### src/rtl/hard_reset_receiver_pkg.sv
// ---------------------------------------------------------------------------
// hr_pkg
// Shared definitions for the USB-PD TCPC hard-reset receive path:
// one-hot FSM state encoding, ALERT and RECEIVE_DETECT bit positions,
// RX_BUF_FRAME_TYPE codes and the default policy-engine completion budget.
// Ports: none (package).
// ---------------------------------------------------------------------------
package hr_pkg;

  typedef enum logic [5:0] {
    WAIT_FOR_HR      = 6'b000001,
    RESET_LAYER      = 6'b000010,
    INDICATE         = 6'b000100,
    WAIT_PE_COMPLETE = 6'b001000,
    TIMEOUT          = 6'b010000,
    REPORT           = 6'b100000
  } hr_state_t;

  localparam int ALERT_RX_HARD_RESET = 3;
  localparam int ALERT_FAULT         = 9;

  // Only these ALERT bits are owned by this block; all others stay 0.
  localparam logic [15:0] ALERT_USED_MASK = 16'h0208;

  localparam int RD_HARD_RESET_EN  = 5;
  localparam int RD_CABLE_RESET_EN = 6;

  localparam logic [2:0] FRAME_NONE        = 3'b000;
  localparam logic [2:0] FRAME_HARD_RESET  = 3'b101;
  localparam logic [2:0] FRAME_CABLE_RESET = 3'b110;

  localparam int DEFAULT_HR_COMPLETE_CYCLES = 1000;

endpackage

### src/rtl/hard_reset_receiver_if.sv
// ---------------------------------------------------------------------------
// hard_reset_receiver_if
// Bundles the PHY indications, host register accesses and policy-engine
// handshake of the hard-reset receiver.
// Modports:
//   slave  - the receiver: PHY/register/PE inputs in, ALERT/status out
//   master - the environment (PHY, host, policy engine) driving it
// Signals:
//   PHY_HR_Received, PHY_CR_Received  PHY ordered-set pulses
//   iRECEIVE_DETECT[7:0], iRECEIVE_DETECT_WR  RECEIVE_DETECT write
//   iAlert_Clear[15:0]  write-1-to-clear mask for ALERT
//   PE_HR_Complete      policy engine done
//   ALERT[15:0], oRECEIVE_DETECT[7:0], oRX_BUF_FRAME_TYPE[2:0]
//   PRL_Reset, PE_HR_Indication, HR_Busy
// ---------------------------------------------------------------------------
interface hard_reset_receiver_if;

  logic        PHY_HR_Received;
  logic        PHY_CR_Received;
  logic [7:0]  iRECEIVE_DETECT;
  logic        iRECEIVE_DETECT_WR;
  logic [15:0] iAlert_Clear;
  logic        PE_HR_Complete;
  logic [15:0] ALERT;
  logic [7:0]  oRECEIVE_DETECT;
  logic [2:0]  oRX_BUF_FRAME_TYPE;
  logic        PRL_Reset;
  logic        PE_HR_Indication;
  logic        HR_Busy;

  modport slave (
    input  PHY_HR_Received, PHY_CR_Received, iRECEIVE_DETECT,
           iRECEIVE_DETECT_WR, iAlert_Clear, PE_HR_Complete,
    output ALERT, oRECEIVE_DETECT, oRX_BUF_FRAME_TYPE, PRL_Reset,
           PE_HR_Indication, HR_Busy
  );

  modport master (
    output PHY_HR_Received, PHY_CR_Received, iRECEIVE_DETECT,
           iRECEIVE_DETECT_WR, iAlert_Clear, PE_HR_Complete,
    input  ALERT, oRECEIVE_DETECT, oRX_BUF_FRAME_TYPE, PRL_Reset,
           PE_HR_Indication, HR_Busy
  );

endinterface

### src/rtl/hard_reset_receiver_timeout_counter.sv
// ---------------------------------------------------------------------------
// hr_timeout_counter
// Saturating up-counter timing the policy engine's hard-reset completion.
// Ports:
//   CLK       in   clock, rising edge
//   reset     in   asynchronous active-low reset
//   enable    in   count one step per cycle while high
//   clear     in   synchronous clear (wins over enable)
//   terminal  out  high while count == TERMINAL
// Parameters: CNT_W counter width, TERMINAL terminal-count value.
// ---------------------------------------------------------------------------
module hr_timeout_counter #(
  parameter int CNT_W    = 10,
  parameter int TERMINAL = 999
) (
  input  logic CLK,
  input  logic reset,
  input  logic enable,
  input  logic clear,
  output logic terminal
);

  localparam logic [CNT_W-1:0] TERM_VALUE = CNT_W'(TERMINAL);

  logic [CNT_W-1:0] count;

  // Holds at all-ones instead of wrapping so a stuck enable can never
  // bring the count back around to the terminal value.
  always_ff @(posedge CLK or negedge reset) begin
    if (!reset) begin
      count <= '0;
    end else if (clear) begin
      count <= '0;
    end else if (enable && (count != '1)) begin
      count <= count + 1'b1;
    end
  end

  assign terminal = (count == TERM_VALUE);

endmodule

### src/rtl/hard_reset_receiver.sv
// ---------------------------------------------------------------------------
// hard_reset_receiver
// Receive side of the TCPC hard-reset path. Detects Hard Reset / Cable Reset
// reported by the PHY (gated by RECEIVE_DETECT), pulses PRL_Reset, clears
// RECEIVE_DETECT, raises ALERT.ReceivedHardReset, then handshakes with the
// policy engine and raises ALERT.Fault if completion does not arrive within
// HR_COMPLETE_CYCLES.
// Ports:
//   CLK    in  clock, rising edge
//   reset  in  asynchronous active-low reset
//   bus    hard_reset_receiver_if.slave (PHY, register, PE and status)
// Parameters: HR_COMPLETE_CYCLES (>= 2), CNT_W (2^CNT_W > HR_COMPLETE_CYCLES)
// Configuration macro: HR_CABLE_RESET_EN - when defined, Cable Reset is
// detected; otherwise PHY_CR_Received is ignored and RECEIVE_DETECT bit 6
// always reads 0.
// ---------------------------------------------------------------------------
module hard_reset_receiver
  import hr_pkg::*;
#(
  parameter int HR_COMPLETE_CYCLES = DEFAULT_HR_COMPLETE_CYCLES,
  parameter int CNT_W              = 10
) (
  input logic                 CLK,
  input logic                 reset,
  hard_reset_receiver_if.slave bus
);

  hr_state_t   state;
  logic [15:0] alert_q;
  logic [15:0] alert_set;
  logic [7:0]  receive_detect_q;
  logic [7:0]  rd_wr_data;
  logic [2:0]  frame_type_q;
  logic [2:0]  pending_frame;
  logic        prl_reset_q;
  logic        pe_indication_q;
  logic        busy_q;
  logic        cr_enable;
  logic        hr_hit;
  logic        cr_hit;
  logic        timeout_hit;

`ifdef HR_CABLE_RESET_EN
  assign cr_enable  = 1'b1;
  assign rd_wr_data = bus.iRECEIVE_DETECT;
`else
  assign cr_enable  = 1'b0;
  assign rd_wr_data = bus.iRECEIVE_DETECT & ~(8'(1) << RD_CABLE_RESET_EN);
`endif

  assign hr_hit = bus.PHY_HR_Received & receive_detect_q[RD_HARD_RESET_EN];
  assign cr_hit = bus.PHY_CR_Received & receive_detect_q[RD_CABLE_RESET_EN] & cr_enable;

  hr_timeout_counter #(
    .CNT_W    (CNT_W),
    .TERMINAL (HR_COMPLETE_CYCLES - 1)
  ) u_timeout (
    .CLK      (CLK),
    .reset    (reset),
    .enable   (state == WAIT_PE_COMPLETE),
    .clear    (state == INDICATE),
    .terminal (timeout_hit)
  );

  // ALERT sets are decoded from the state so the register update below can
  // apply "set wins over same-cycle clear" in a single expression.
  always_comb begin
    alert_set = '0;
    if (state == RESET_LAYER) begin
      alert_set[ALERT_RX_HARD_RESET] = 1'b1;
    end
    if ((state == WAIT_PE_COMPLETE) && !bus.PE_HR_Complete && timeout_hit) begin
      alert_set[ALERT_FAULT] = 1'b1;
    end
  end

  // Main FSM. Each state's outputs are loaded on the edge that enters it,
  // so they are visible for exactly the cycle(s) spent in that state.
  always_ff @(posedge CLK or negedge reset) begin
    if (!reset) begin
      state            <= WAIT_FOR_HR;
      alert_q          <= '0;
      receive_detect_q <= '0;
      frame_type_q     <= FRAME_NONE;
      pending_frame    <= FRAME_NONE;
      prl_reset_q      <= 1'b0;
      pe_indication_q  <= 1'b0;
      busy_q           <= 1'b0;
    end else begin
      alert_q     <= ((alert_q & ~bus.iAlert_Clear) | alert_set) & ALERT_USED_MASK;
      prl_reset_q <= 1'b0;
      case (state)
        WAIT_FOR_HR: begin
          // A hit is judged on the old register value; a write in the same
          // cycle as a hit is dropped.
          if (hr_hit || cr_hit) begin
            state         <= RESET_LAYER;
            prl_reset_q   <= 1'b1;
            busy_q        <= 1'b1;
            pending_frame <= hr_hit ? FRAME_HARD_RESET : FRAME_CABLE_RESET;
          end else if (bus.iRECEIVE_DETECT_WR) begin
            receive_detect_q <= rd_wr_data;
          end
        end
        RESET_LAYER: begin
          state            <= INDICATE;
          receive_detect_q <= '0;
          frame_type_q     <= pending_frame;
          pe_indication_q  <= 1'b1;
        end
        INDICATE: begin
          state <= WAIT_PE_COMPLETE;
        end
        WAIT_PE_COMPLETE: begin
          if (bus.PE_HR_Complete) begin
            state           <= REPORT;
            pe_indication_q <= 1'b0;
            frame_type_q    <= FRAME_NONE;
          end else if (timeout_hit) begin
            state <= TIMEOUT;
          end
        end
        TIMEOUT: begin
          state           <= REPORT;
          pe_indication_q <= 1'b0;
          frame_type_q    <= FRAME_NONE;
        end
        REPORT: begin
          state  <= WAIT_FOR_HR;
          busy_q <= 1'b0;
        end
        default: begin
          state           <= WAIT_FOR_HR;
          busy_q          <= 1'b0;
          pe_indication_q <= 1'b0;
          frame_type_q    <= FRAME_NONE;
        end
      endcase
    end
  end

  assign bus.ALERT              = alert_q;
  assign bus.oRECEIVE_DETECT    = receive_detect_q;
  assign bus.oRX_BUF_FRAME_TYPE = frame_type_q;
  assign bus.PRL_Reset          = prl_reset_q;
  assign bus.PE_HR_Indication   = pe_indication_q;
  assign bus.HR_Busy            = busy_q;

endmodule

### src/flat_wrapper.sv
// flat-port wrapper written by rule: the top's interface ports become plain ports
module hard_reset_receiver_flat import hr_pkg::*;
#(
  parameter int HR_COMPLETE_CYCLES = DEFAULT_HR_COMPLETE_CYCLES,
  parameter int CNT_W              = 10
)
  (CLK, reset, bus_PHY_HR_Received, bus_PHY_CR_Received, bus_iRECEIVE_DETECT, bus_iRECEIVE_DETECT_WR, bus_iAlert_Clear, bus_PE_HR_Complete, bus_ALERT, bus_oRECEIVE_DETECT, bus_oRX_BUF_FRAME_TYPE, bus_PRL_Reset, bus_PE_HR_Indication, bus_HR_Busy);
  hard_reset_receiver_if bus_i ();
  input logic CLK;
  input logic reset;
  input wire logic [$bits(bus_i.PHY_HR_Received)-1:0] bus_PHY_HR_Received;
  input wire logic [$bits(bus_i.PHY_CR_Received)-1:0] bus_PHY_CR_Received;
  input wire logic [$bits(bus_i.iRECEIVE_DETECT)-1:0] bus_iRECEIVE_DETECT;
  input wire logic [$bits(bus_i.iRECEIVE_DETECT_WR)-1:0] bus_iRECEIVE_DETECT_WR;
  input wire logic [$bits(bus_i.iAlert_Clear)-1:0] bus_iAlert_Clear;
  input wire logic [$bits(bus_i.PE_HR_Complete)-1:0] bus_PE_HR_Complete;
  output wire logic [$bits(bus_i.ALERT)-1:0] bus_ALERT;
  output wire logic [$bits(bus_i.oRECEIVE_DETECT)-1:0] bus_oRECEIVE_DETECT;
  output wire logic [$bits(bus_i.oRX_BUF_FRAME_TYPE)-1:0] bus_oRX_BUF_FRAME_TYPE;
  output wire logic [$bits(bus_i.PRL_Reset)-1:0] bus_PRL_Reset;
  output wire logic [$bits(bus_i.PE_HR_Indication)-1:0] bus_PE_HR_Indication;
  output wire logic [$bits(bus_i.HR_Busy)-1:0] bus_HR_Busy;
  assign bus_i.PHY_HR_Received = bus_PHY_HR_Received;
  assign bus_i.PHY_CR_Received = bus_PHY_CR_Received;
  assign bus_i.iRECEIVE_DETECT = bus_iRECEIVE_DETECT;
  assign bus_i.iRECEIVE_DETECT_WR = bus_iRECEIVE_DETECT_WR;
  assign bus_i.iAlert_Clear = bus_iAlert_Clear;
  assign bus_i.PE_HR_Complete = bus_PE_HR_Complete;
  assign bus_ALERT = bus_i.ALERT;
  assign bus_oRECEIVE_DETECT = bus_i.oRECEIVE_DETECT;
  assign bus_oRX_BUF_FRAME_TYPE = bus_i.oRX_BUF_FRAME_TYPE;
  assign bus_PRL_Reset = bus_i.PRL_Reset;
  assign bus_PE_HR_Indication = bus_i.PE_HR_Indication;
  assign bus_HR_Busy = bus_i.HR_Busy;
  hard_reset_receiver #(.HR_COMPLETE_CYCLES(HR_COMPLETE_CYCLES), .CNT_W(CNT_W)) u_core (.CLK(CLK), .reset(reset), .bus(bus_i));
endmodule
### config.mk
export PLATFORM = sky130hd
export DESIGN_NAME = hard_reset_receiver_flat
export DESIGN_NICKNAME = d
export VERILOG_FILES = /design/src/rtl/hard_reset_receiver_pkg.sv /design/src/rtl/hard_reset_receiver_if.sv /design/src/rtl/hard_reset_receiver_timeout_counter.sv /design/src/rtl/hard_reset_receiver.sv /design/src/flat_wrapper.sv
export SDC_FILE = /design/constraint.sdc
export NUM_CORES = 1
export LEC_CHECK = 0
export CORE_ASPECT_RATIO = 0.75
export CORE_MARGIN = 1.5
export CORE_UTILIZATION = 46
export DETAILED_ROUTE_END_ITERATION = 8
export MAX_ROUTING_LAYER = met4
export PLACE_DENSITY = 0.8
export RECOVER_POWER = 100
export SLEW_MARGIN = 20
export SYNTH_ARGS = -nofsm -noshare
export SYNTH_HDL_FRONTEND = slang
export SYNTH_HIERARCHICAL = 1
export SYNTH_SLANG_ARGS = --single-unit
export TNS_END_PERCENT = 5
### constraint.sdc
create_clock -name CLK -period 2.45 [get_ports CLK]
set_input_delay 0.245 -clock CLK [delete_from_list [all_inputs] [get_ports CLK]]
set_output_delay 0.245 -clock CLK [all_outputs]
set_load 0.02 [all_outputs]
==> out/metrics.cfg <==
[status]
outcome = complete, but fails checks
failing_checks = max-capacitance violations, max-slew violations

[synthesis]
synth_area_leader_cell = sky130_fd_sc_hd__dfrtp_1
synthTopCellsByArea = sky130_fd_sc_hd__dfrtp_1, sky130_fd_sc_hd__buf_4, sky130_fd_sc_hd__nand3_1
synth_enable_flop_cells = 0
ys_ff_latch = 30
syn-mean-instance-area_um2 = 9.387
yosys_most_used_dff = sky130_fd_sc_hd__dfrtp_1
synth_top_area_share_pct = 40.47
sequential_cell_area_fraction_in_the_yosys_report_pct = 41.94
syn-instance-count = 191
synth.lib_cells_used.distinct = 51
synthArstFlopShare_pct = 100.0
synthesis.area_um2 = 1793
number_of_synthesis_warnings = 6

[worst_setup_path]
crit_fanout = 8
critical_path.startpoint_type = flop
worst_ep_required_time_ns = 2.59
worstSetupPathType = flop to flop
setup.worst_path.end_class = flop
critPathArrivalTime_ns = 2.40

[clock_tree]
cts.reportedPaths.clkPinSlew_ns = 0.06
post_cts_buffers = 0
tritoncts_clock_tree = done
post_cts_resized = 0
tritoncts.num_buffers = 5
cts_buffer_depth = 2
cts_hold_buf = 0
cts.htree.levels = 2
cts.sink_count = 30
worstSkewPairLatency_ns = 0.28
clock-root-buffer = sky130_fd_sc_hd__clkbuf_8

[final_layout]
summed_area_of_non_filler_cells_in_the_final_layout_um2 = 2136
fillerInstances = 331
mostFrequentLayoutCell = sky130_fd_sc_hd__dfrtp_1
drive_gt1_share_pct = 7.727
nets = 250
layout.cells.non_filler = 272
areaGrowthSynthToFinish_pct = 19.12
antenna_cells_inserted = 0
mostFrequentLayoutCells = sky130_fd_sc_hd__dfrtp_1, sky130_fd_sc_hd__conb_1, sky130_fd_sc_hd__dlygate4sd3_1

[timing]
fin_worst_skew_ns = 0.008982
report.final.setup_viol = 0
rsz0062_at_grt = false
finalHoldViolCount = 0
timing.final.crit_period_ns = 2.267
maxSlewHeadroom_pct = -6.979
finalCritPeriodShare_pct = 92.51
report.final.slew_viol_count = 31
tightest_slew_ns = 1.605
setup_tns_ns = 0
clock.fmax_ghz = 0.4412

[grt]
grt.met3_usage_pct = 5.477
vias_in_the_first_global_route = 1279
gr-max-usage-layer = met1
groute.layer.met2.usage_pct = 25.92
gr-total-overflow = 0
antenna_found_initial = 0
grt_usage_pct = 19.12
grt.met1_usage_pct = 27.79
grt_first_pass_wirelength_mm = 6.044
grt_max_degree = 31

[routing]
routedWlPerCell_um = 13.51
antenna_left = 0
total_via_count_after_detailed_routing = 1473
drtPass1Iterations = 4
drcViolationCount = 0
routed_wirelength_mm = 3.675
drtIter0Drc = 114
drt-vias-per-instance = 5.415

[place]
place_inst = 264
final_replace_weighted_congestion = 0.8716
postPlaceCellArea_um2 = 2036
dp.final_hpwl_mm = 2.585
place.port_buffers = 27

[floorplan]
floorplan.io_pins = 60
design.die.area_um2 = 4285
die_height_um = 57.07
starting_utilization_of_the_core_area_pct = 48.66
coreArea_um2 = 3685
num_rows = 19
floorplan.die.width_um = 75.09

[pwr]
vdd.ir_drop.worst_mv = 0.3994
power_density_relative_to_cell_area_nw_per_um2 = 970.7
static-leakage-power_nw = 0.9320

[hold_path]
worst_hold_path_type = flop to flop

[run]
maxCapViolations = 1

## flip-flops by register name, indices dropped and copies added (netlist names)
name and cells:
u_core/u_timeout/count 10, u_core/bus.oRECEIVE_DETECT 7, u_core/state 6, u_core/bus.ALERT 2, u_core/bus.HR_Busy 1, u_core/bus.PE_HR_Indication 1, u_core/bus.PRL_Reset 1, u_core/bus.oRX_BUF_FRAME_TYPE 1
u_core/pending_frame 1
## power breakdown
group | switching (mW) | leakage (nW) | internal (mW) | total (mW)
clock network | 0.180 | 0.0585 | 0.331 | 0.512
logic | 0.477 | 0.481 | 0.352 | 0.829
registers | 0.107 | 0.392 | 0.626 | 0.733
total | 0.765 | 0.932 | 1.31 | 2.07
## cell usage after synthesis, drive strengths merged (5+ instances only)
cell type,number
dfrtp,29
nand2,14
inv,8
nor2,5
a21oi,6
nand2b,7
buf,24
o211ai,8
nor4,5
nand3,13
o21ai,7
nor3,8
nand3b,7
## routing by layer
layer / share of wire, % / routed length, um
met3: 7.7 / 283
met4: 0.11 / 4
met5: 0 / 0
met1: 49 / 1803
met2: 43 / 1583
## critical path, cell delays in order (launching register included)
cell and delay (ns):
sky130_fd_sc_hd__dfrtp_1 0.43, sky130_fd_sc_hd__or3_1 0.45, sky130_fd_sc_hd__or2_0 0.31, sky130_fd_sc_hd__inv_1 0.18, sky130_fd_sc_hd__buf_4 0.18, sky130_fd_sc_hd__nand2_1 0.10, sky130_fd_sc_hd__nor4_1 0.37, sky130_fd_sc_hd__nor3_1 0.10
## stage by stage
stage | util (%) | worst slack [ns] | hold slack, ns | power, mW
floorplan | - | 0.3993 | -0.05059 | 1.344
global placement | 55.25 | 0.2636 | 0.4591 | 1.584
detailed placement | 55.25 | 0.2758 | 0.4661 | 1.617
CTS | 58.40 | 0.2565 | 0.3736 | 2.135
global route | 57.96 | 0.07366 | 0.5054 | 2.231
finish | 57.96 | 0.1834 | 0.4736 | 2.073
## logic make-up (layout without fill, tap and decap cells)
kind of cell	after synthesis	count (layout)	share of synthesized area (%)
other	1	16	0.2092
AO/OA/AOI/OAI	40	40	15.42
adder cells (fa/ha/maj)	1	1	0.6977
XOR/XNOR	2	2	0.9771
AND/OR/NAND/NOR	82	82	28.26
flip-flops	30	30	41.94
buffers and inverters	35	49	12.49
## final timing paths
path,slack [ns],start,cells past startpoint,endpoint
setup / recovery,0.18,u_core/state[1],7,u_core/u_timeout/count[8]
hold / removal,0.47,u_core/bus.PE_HR_Indication,1,u_core/bus.PE_HR_Indication
setup reg to reg,0.18,u_core/state[1],7,u_core/u_timeout/count[8]
hold reg to reg,0.47,u_core/bus.PE_HR_Indication,1,u_core/bus.PE_HR_Indication
max in group asynchronous,0.60,reset,2,u_core/bus.PE_HR_Indication
min in group asynchronous,0.90,reset,2,u_core/bus.PRL_Reset
## area by class of cell
class	count	area [um2]	area share, %
Multi-Input combinational cell	141	868.3	40.66
Sequential cell	30	752.0	35.21
Timing Repair Buffer	33	304.0	14.24
Clock buffer	7	86.33	4.042
Tap cell	52	65.06	3.046
Clock inverter	1	30.03	1.406
Inverter	8	30.03	1.406
Power figures use the tool's default switching activity.
